`config.mk`:
```
export PLATFORM = sky130hd
export DESIGN_NAME = alu_op_scheduler
export DESIGN_NICKNAME = d
export VERILOG_FILES = /design/src/rtl/alu_op_scheduler.sv
export SDC_FILE = /design/constraint.sdc
export NUM_CORES = 1
export LEC_CHECK = 0
export ABC_CLOCK_PERIOD_IN_PS = 4000
export CAP_MARGIN = 20
export CORE_UTILIZATION = 41
export DETAILED_ROUTE_END_ITERATION = 10
export HOLD_SLACK_MARGIN = 0.12
export MAX_ROUTING_LAYER = met4
export PLACE_DENSITY = 0.86
export SKIP_LAST_GASP = 1
export SLEW_MARGIN = 20
export SYNTH_ARGS = -nofsm -noshare
export SYNTH_HDL_FRONTEND = slang
export SYNTH_SLANG_ARGS = --single-unit
```
`constraint.sdc`:
```
create_clock -name clk -period 4 [get_ports clk]
set_input_delay 0.8 -clock clk [delete_from_list [all_inputs] [get_ports clk]]
set_output_delay 0.8 -clock clk [all_outputs]
set_load 0.01 [all_outputs]
```
`src/rtl/alu_op_scheduler.sv`:
```
// alu_op_scheduler: shares one ALU among N_REQ requesters, one op in flight; round-robin by default, fixed priority (lowest index) when ALU_SCHED_FIXED_PRIO_EN is defined
module alu_op_scheduler #(
  parameter int N_REQ = 4,
  parameter int WIDTH = 8,
  parameter int ALU_LAT = 2,
  localparam int IW = $clog2(N_REQ),
  localparam int CW = (ALU_LAT > 1) ? $clog2(ALU_LAT) : 1
) (
  input  logic                     clk,
  input  logic                     reset,
  input  logic [N_REQ-1:0]         req,
  input  logic [3*N_REQ-1:0]       req_op,
  input  logic [WIDTH*N_REQ-1:0]   req_a,
  input  logic [WIDTH*N_REQ-1:0]   req_b,
  output logic [N_REQ-1:0]         gnt,
  output logic [2:0]               alu_op,
  output logic [WIDTH-1:0]         alu_a,
  output logic [WIDTH-1:0]         alu_b,
  output logic                     alu_start,
  input  logic [WIDTH-1:0]         alu_result,
  output logic                     rsp_valid,
  output logic [IW-1:0]            rsp_id,
  output logic [WIDTH-1:0]         rsp_data
);
  typedef enum logic [1:0] {IDLE, ISSUE, WAIT, RESP} state_t;
  state_t state, state_n;
  logic [CW-1:0] cnt, cnt_n;
  logic [IW-1:0] id, id_n, win, j, rsp_id_n;
  logic [N_REQ-1:0] gnt_n;
  logic [2:0] alu_op_n;
  logic [WIDTH-1:0] alu_a_n, alu_b_n, rsp_data_n;
  logic alu_start_n, rsp_valid_n;
`ifndef ALU_SCHED_FIXED_PRIO_EN
  logic [IW-1:0] ptr;
  // round-robin pointer moves just past each winner
  always_ff @(posedge clk)
    if (reset) ptr <= '0;
    else if (state == IDLE && |req) ptr <= (win == IW'(N_REQ - 1)) ? '0 : win + 1'b1;
`endif
  // winner among current requests; the search order decides priority
  always_comb begin
    win = '0;
    j = '0;
    for (int i = N_REQ - 1; i >= 0; i--) begin
`ifdef ALU_SCHED_FIXED_PRIO_EN
      j = IW'(i);
`else
      j = IW'((int'(ptr) + i) % N_REQ);
`endif
      win = req[j] ? j : win;
    end
  end
  // next state and next values of every registered output
  always_comb begin
    state_n = state;
    cnt_n = cnt;
    id_n = id;
    gnt_n = '0;
    alu_start_n = 1'b0;
    rsp_valid_n = 1'b0;
    alu_op_n = alu_op;
    alu_a_n = alu_a;
    alu_b_n = alu_b;
    rsp_id_n = rsp_id;
    rsp_data_n = rsp_data;
    case (state)
      IDLE: if (|req) begin
        state_n = ISSUE;
        id_n = win;
        gnt_n = N_REQ'(1) << win;
        alu_start_n = 1'b1;
        alu_op_n = req_op[3*win +: 3];
        alu_a_n = req_a[WIDTH*win +: WIDTH];
        alu_b_n = req_b[WIDTH*win +: WIDTH];
      end
      ISSUE: begin
        state_n = WAIT;
        cnt_n = CW'(ALU_LAT - 1);
      end
      WAIT: if (cnt == '0) begin
        state_n = RESP;
        rsp_valid_n = 1'b1;
        rsp_id_n = id;
        rsp_data_n = alu_result;
      end else cnt_n = cnt - 1'b1;
      RESP: begin
        state_n = IDLE;
        alu_op_n = '0;
        alu_a_n = '0;
        alu_b_n = '0;
      end
    endcase
  end
  // state and registered outputs
  always_ff @(posedge clk)
    if (reset) begin
      state <= IDLE;
      cnt <= '0;
      id <= '0;
      gnt <= '0;
      alu_start <= 1'b0;
      alu_op <= '0;
      alu_a <= '0;
      alu_b <= '0;
      rsp_valid <= 1'b0;
      rsp_id <= '0;
      rsp_data <= '0;
    end else begin
      state <= state_n;
      cnt <= cnt_n;
      id <= id_n;
      gnt <= gnt_n;
      alu_start <= alu_start_n;
      alu_op <= alu_op_n;
      alu_a <= alu_a_n;
      alu_b <= alu_b_n;
      rsp_valid <= rsp_valid_n;
      rsp_id <= rsp_id_n;
      rsp_data <= rsp_data_n;
    end
endmodule
```
==> impl_metrics.yaml <==
synthesis:
  muxShareOfSynthArea_pct: 18.63
  synthXorXnorAreaFrac_pct: 0.4075
  synth_warnings: 0
  ys_seq_elements: 42
  syn-num-nets: 310
  synth_top_family_by_area: "compound AO/OA/AOI/OAI gates"
  synth.distinct_cells: 34
  synthAdderAreaFrac_pct: 2.328
  postSynthAreaPerCell_um2: 9.952
  synth-simple-area-share_pct: 13.45
  yosysSeqAreaShare_pct: 39.12
  synth_cells: 216
  synth_compound_area_share_pct: 19.03
  syn-cell-area_um2: 2150
sta:
  fin_skew_ps: 3.904
  rsz0062_at_grt: "false"
  fmax_mhz: 375.1
  slew_violations: 0
  final.period_utilization_pct: 66.64
  slew_headroom_pct: 55.30
  worstMarginPinSlew_ps: 669.1
  setup-tns-final_ps: 0
  hold_viol: 0
  holdWs_ps: 455.2
  final.min_clock_period_ps: 2666
  finalSetupViolCount: 0
place:
  place_congestion: 0.7978
  numPortBuffers: 124
  hpwl_mm: 4.640
  placed_cell_area_um2: 3386
  dp_cells: 397
job:
  maxCapViolations: 0
clock_network:
  cts_tree: "yes"
  insertion_delay_ps: 300
  ctsHoldBuffers: 0
  root_buffer: "clkbuf_8"
  cts_sinks: 42
  post_cts_buffers: 0
  ctsHtreeMaxLevel: 2
  clk_path_buf_depth: 2
  cts_buffers: 5
  cts_resized: 0
  clk_pin_slew_worst_paths_ps: 80
power_and_ir_drop:
  power.static_leakage_nw: 1.308
  swShare_pct: 37.02
  internal_power_mw: 1.280
  powerDensity_nw_per_um2: 584.0
  pwr-share-seq_pct: 32.6
  ir_drop_mv: 0.3259
  power_switching_uw: 752.5
  combinationalPowerShare_pct: 53.1
  clockPowerShare_pct: 14.2
critical_path:
  timing.rr.start: "state[0]$_SDFFE_PP0P_"
  worst_r2r_endpoint: "alu_a[0]$_SDFFE_PP0P_"
  critPathCaptureType: "flip-flop"
  cp_max_fo: 27
  endpoint: "alu_op[0]$_SDFFE_PP0P_"
  startpoint_type: "input port"
  r2r_slack_ps: 1880
  cp.arrival_ps: 2830
  path_class: "in -> reg"
  crit_start: "req[0]"
  worstPathRequired_ps: 4160
  ff2ff_path_depth: 7
grt:
  first_global_vias: 1921
  overflow: 0
  antenna_found_initial: 0
  grt_use_total_pct: 22.21
  grt_pass1_wl_mm: 8.997
  grt_max_degree: 28
floorplanning:
  die_w_um: 74.41
  die_area_um2: 5536
  ios: 125
  start_util_pct: 44.05
  row_count: 25
  coreArea_um2: 4880
  die_h_um: 74.41
layout:
  fin_cells: 405
  diodes: 0
  nNetsFinal: 431
  area_growth_syn_to_layout_pct: 61.93
  drive_above_1_share_pct: 9.467
  stdcell_area_um2: 3481
drt:
  viasPerCell: 5.148
  dr.pass1.iters: 7
  wirelength_mm: 6.186
  drtIter0Drc: 65
  drc_errors: 0
  ant_nets: 0
  vias: 2085
  wire_per_inst_um: 15.27
hold_path:
  hold_class: "reg -> reg"
  min_from: "rsp_data[1]$_SDFFE_PP0P_"
status:
  outcome: "finished, final reports clean"
-- final cells by class --
type,instances,area (um2)
well taps,67,83.83
flip-flops and latches,42,840.8
inverters,5,18.77
multi-input cells,155,1159
fillers,398,1399
clock inverters,2,12.51
repair buffers,128,1284
clock buffers,6,82.58
-- placed cells by master, fill, tap and decap left out --
master,n
o221ai_1,8
and3_2,1
nor3_1,1
nor2_1,13
buf_4,3
inv_1,5
a211oi_2,1
a21oi_2,2
dfxtp_1,42
o41a_1,1
a211oi_4,1
buf_12,1
clkinv_2,1
mux2i_1,40
nand2_1,41
nand2b_1,4
ha_1,4
o22ai_1,1
or2_2,1
nor3b_1,1
a21oi_1,12
a211oi_1,3
and2b_1,1
a21o_1,1
nor4_1,1
o221ai_2,11
clkinvlp_4,1
clkbuf_8,6
o22a_2,1
nand2_2,1
nand2b_2,1
xnor2_1,1
clkdlybuf4s50_1,124
nor2b_1,1
a22oi_1,1
-- registers in the layout, summed over array words and instances (netlist names) --
| register | cells |
|---|---|
| rsp_valid | 1 |
| cnt | 1 |
| state | 2 |
| rsp_id | 2 |
| gnt | 4 |
| alu_op | 3 |
| alu_b | 8 |
| id | 2 |
| alu_a | 8 |
| rsp_data | 8 |
| alu_start | 1 |
| ptr | 2 |
-- worst max-delay path, cell delays in order --
cell	delay, ps
clkdlybuf4s50_1	480
a21o_1	200
a21oi_1	130
o22a_2	530
buf_12	280
mux2i_1	260
o221ai_2	130
-- kinds of logic (layout without fill, tap and decap cells) --
| kind of cell | count (synthesis) | after routing |
|---|---|---|
| compound gates | 43 | 43 |
| xor+xnor | 1 | 1 |
| fa+ha+maj | 4 | 4 |
| buf+inv | 19 | 141 |
| flops | 42 | 42 |
| mux | 40 | 40 |
| simple gates | 67 | 67 |
-- power by group through the flow --
stage | Combinational [mW] | Sequential (mW) | Clock [mW]
6_report | 1.08 | 0.663 | 0.290
5_1_grt | 1.17 | 0.679 | 0.312
4_1_cts | 1.09 | 0.662 | 0.298
3_5_place_dp | 1.09 | 0.668 | 0
3_3_place_gp | 1.07 | 0.668 | 0
2_1_floorplan | 0.653 | 0.717 | 0
-- per-layer routing --
metal | track usage, % | up-vias | part of all wire [%]
li1 | - | 1013 | -
met1 | 26.38 | 976 | 40
met2 | 35.94 | 87 | 51
met3 | 4.743 | 9 | 6.0
met4 | 10.06 | 0 | 2.3
met5 | - | - | 0
-- how the worst min path moves through the flow --
stage | cells past startpoint | endpoint
after detailed placement | 2 | alu_a[2]$_SDFFE_PP0P_
after global placement | 2 | alu_a[1]$_SDFFE_PP0P_
after floorplan | 2 | rsp_id[0]$_SDFFE_PP0P_
after global routing | 2 | rsp_data[2]$_SDFFE_PP0P_
after CTS | 2 | rsp_id[1]$_SDFFE_PP0P_
final | 2 | rsp_data[1]$_SDFFE_PP0P_
-- Yosys cell counts (all sizes together) --
master / number / area (um2)
dfxtp: 42 / 840.8
nand2: 42 / 160.2
mux2i: 40 / 400.4
o221ai: 19 / 235.2
a21oi: 14 / 77.58
nor2: 13 / 48.80
buf: 11 / 121.4
a211oi: 5 / 55.05
inv: 5 / 18.77
nand2b: 5 / 33.78
ha: 4 / 50.05
clkbuf: 3 / 11.26
a21o: 1 / 7.510
a22oi: 1 / 7.510
and2b: 1 / 7.510
and3: 1 / 7.510
nor2b: 1 / 6.260
nor3: 1 / 5.000
nor3b: 1 / 7.510
nor4: 1 / 6.260
o22a: 1 / 8.760
o22ai: 1 / 6.260
o41a: 1 / 11.26
or2: 1 / 6.260
xnor2: 1 / 8.760
-- stage by stage --
| step | setup slack [ps] | total power [mW] | utilization [%] |
|---|---|---|---|
| floorplan | 1946 | 1.370 | - |
| global placement | 1078 | 1.735 | 69.38 |
| detailed placement | 1003 | 1.755 | 69.38 |
| CTS | 1335 | 2.050 | 71.33 |
| global route | 1192 | 2.158 | 71.33 |
| finish | 1334 | 2.033 | 71.33 |
Power figures use the tool's default switching activity.
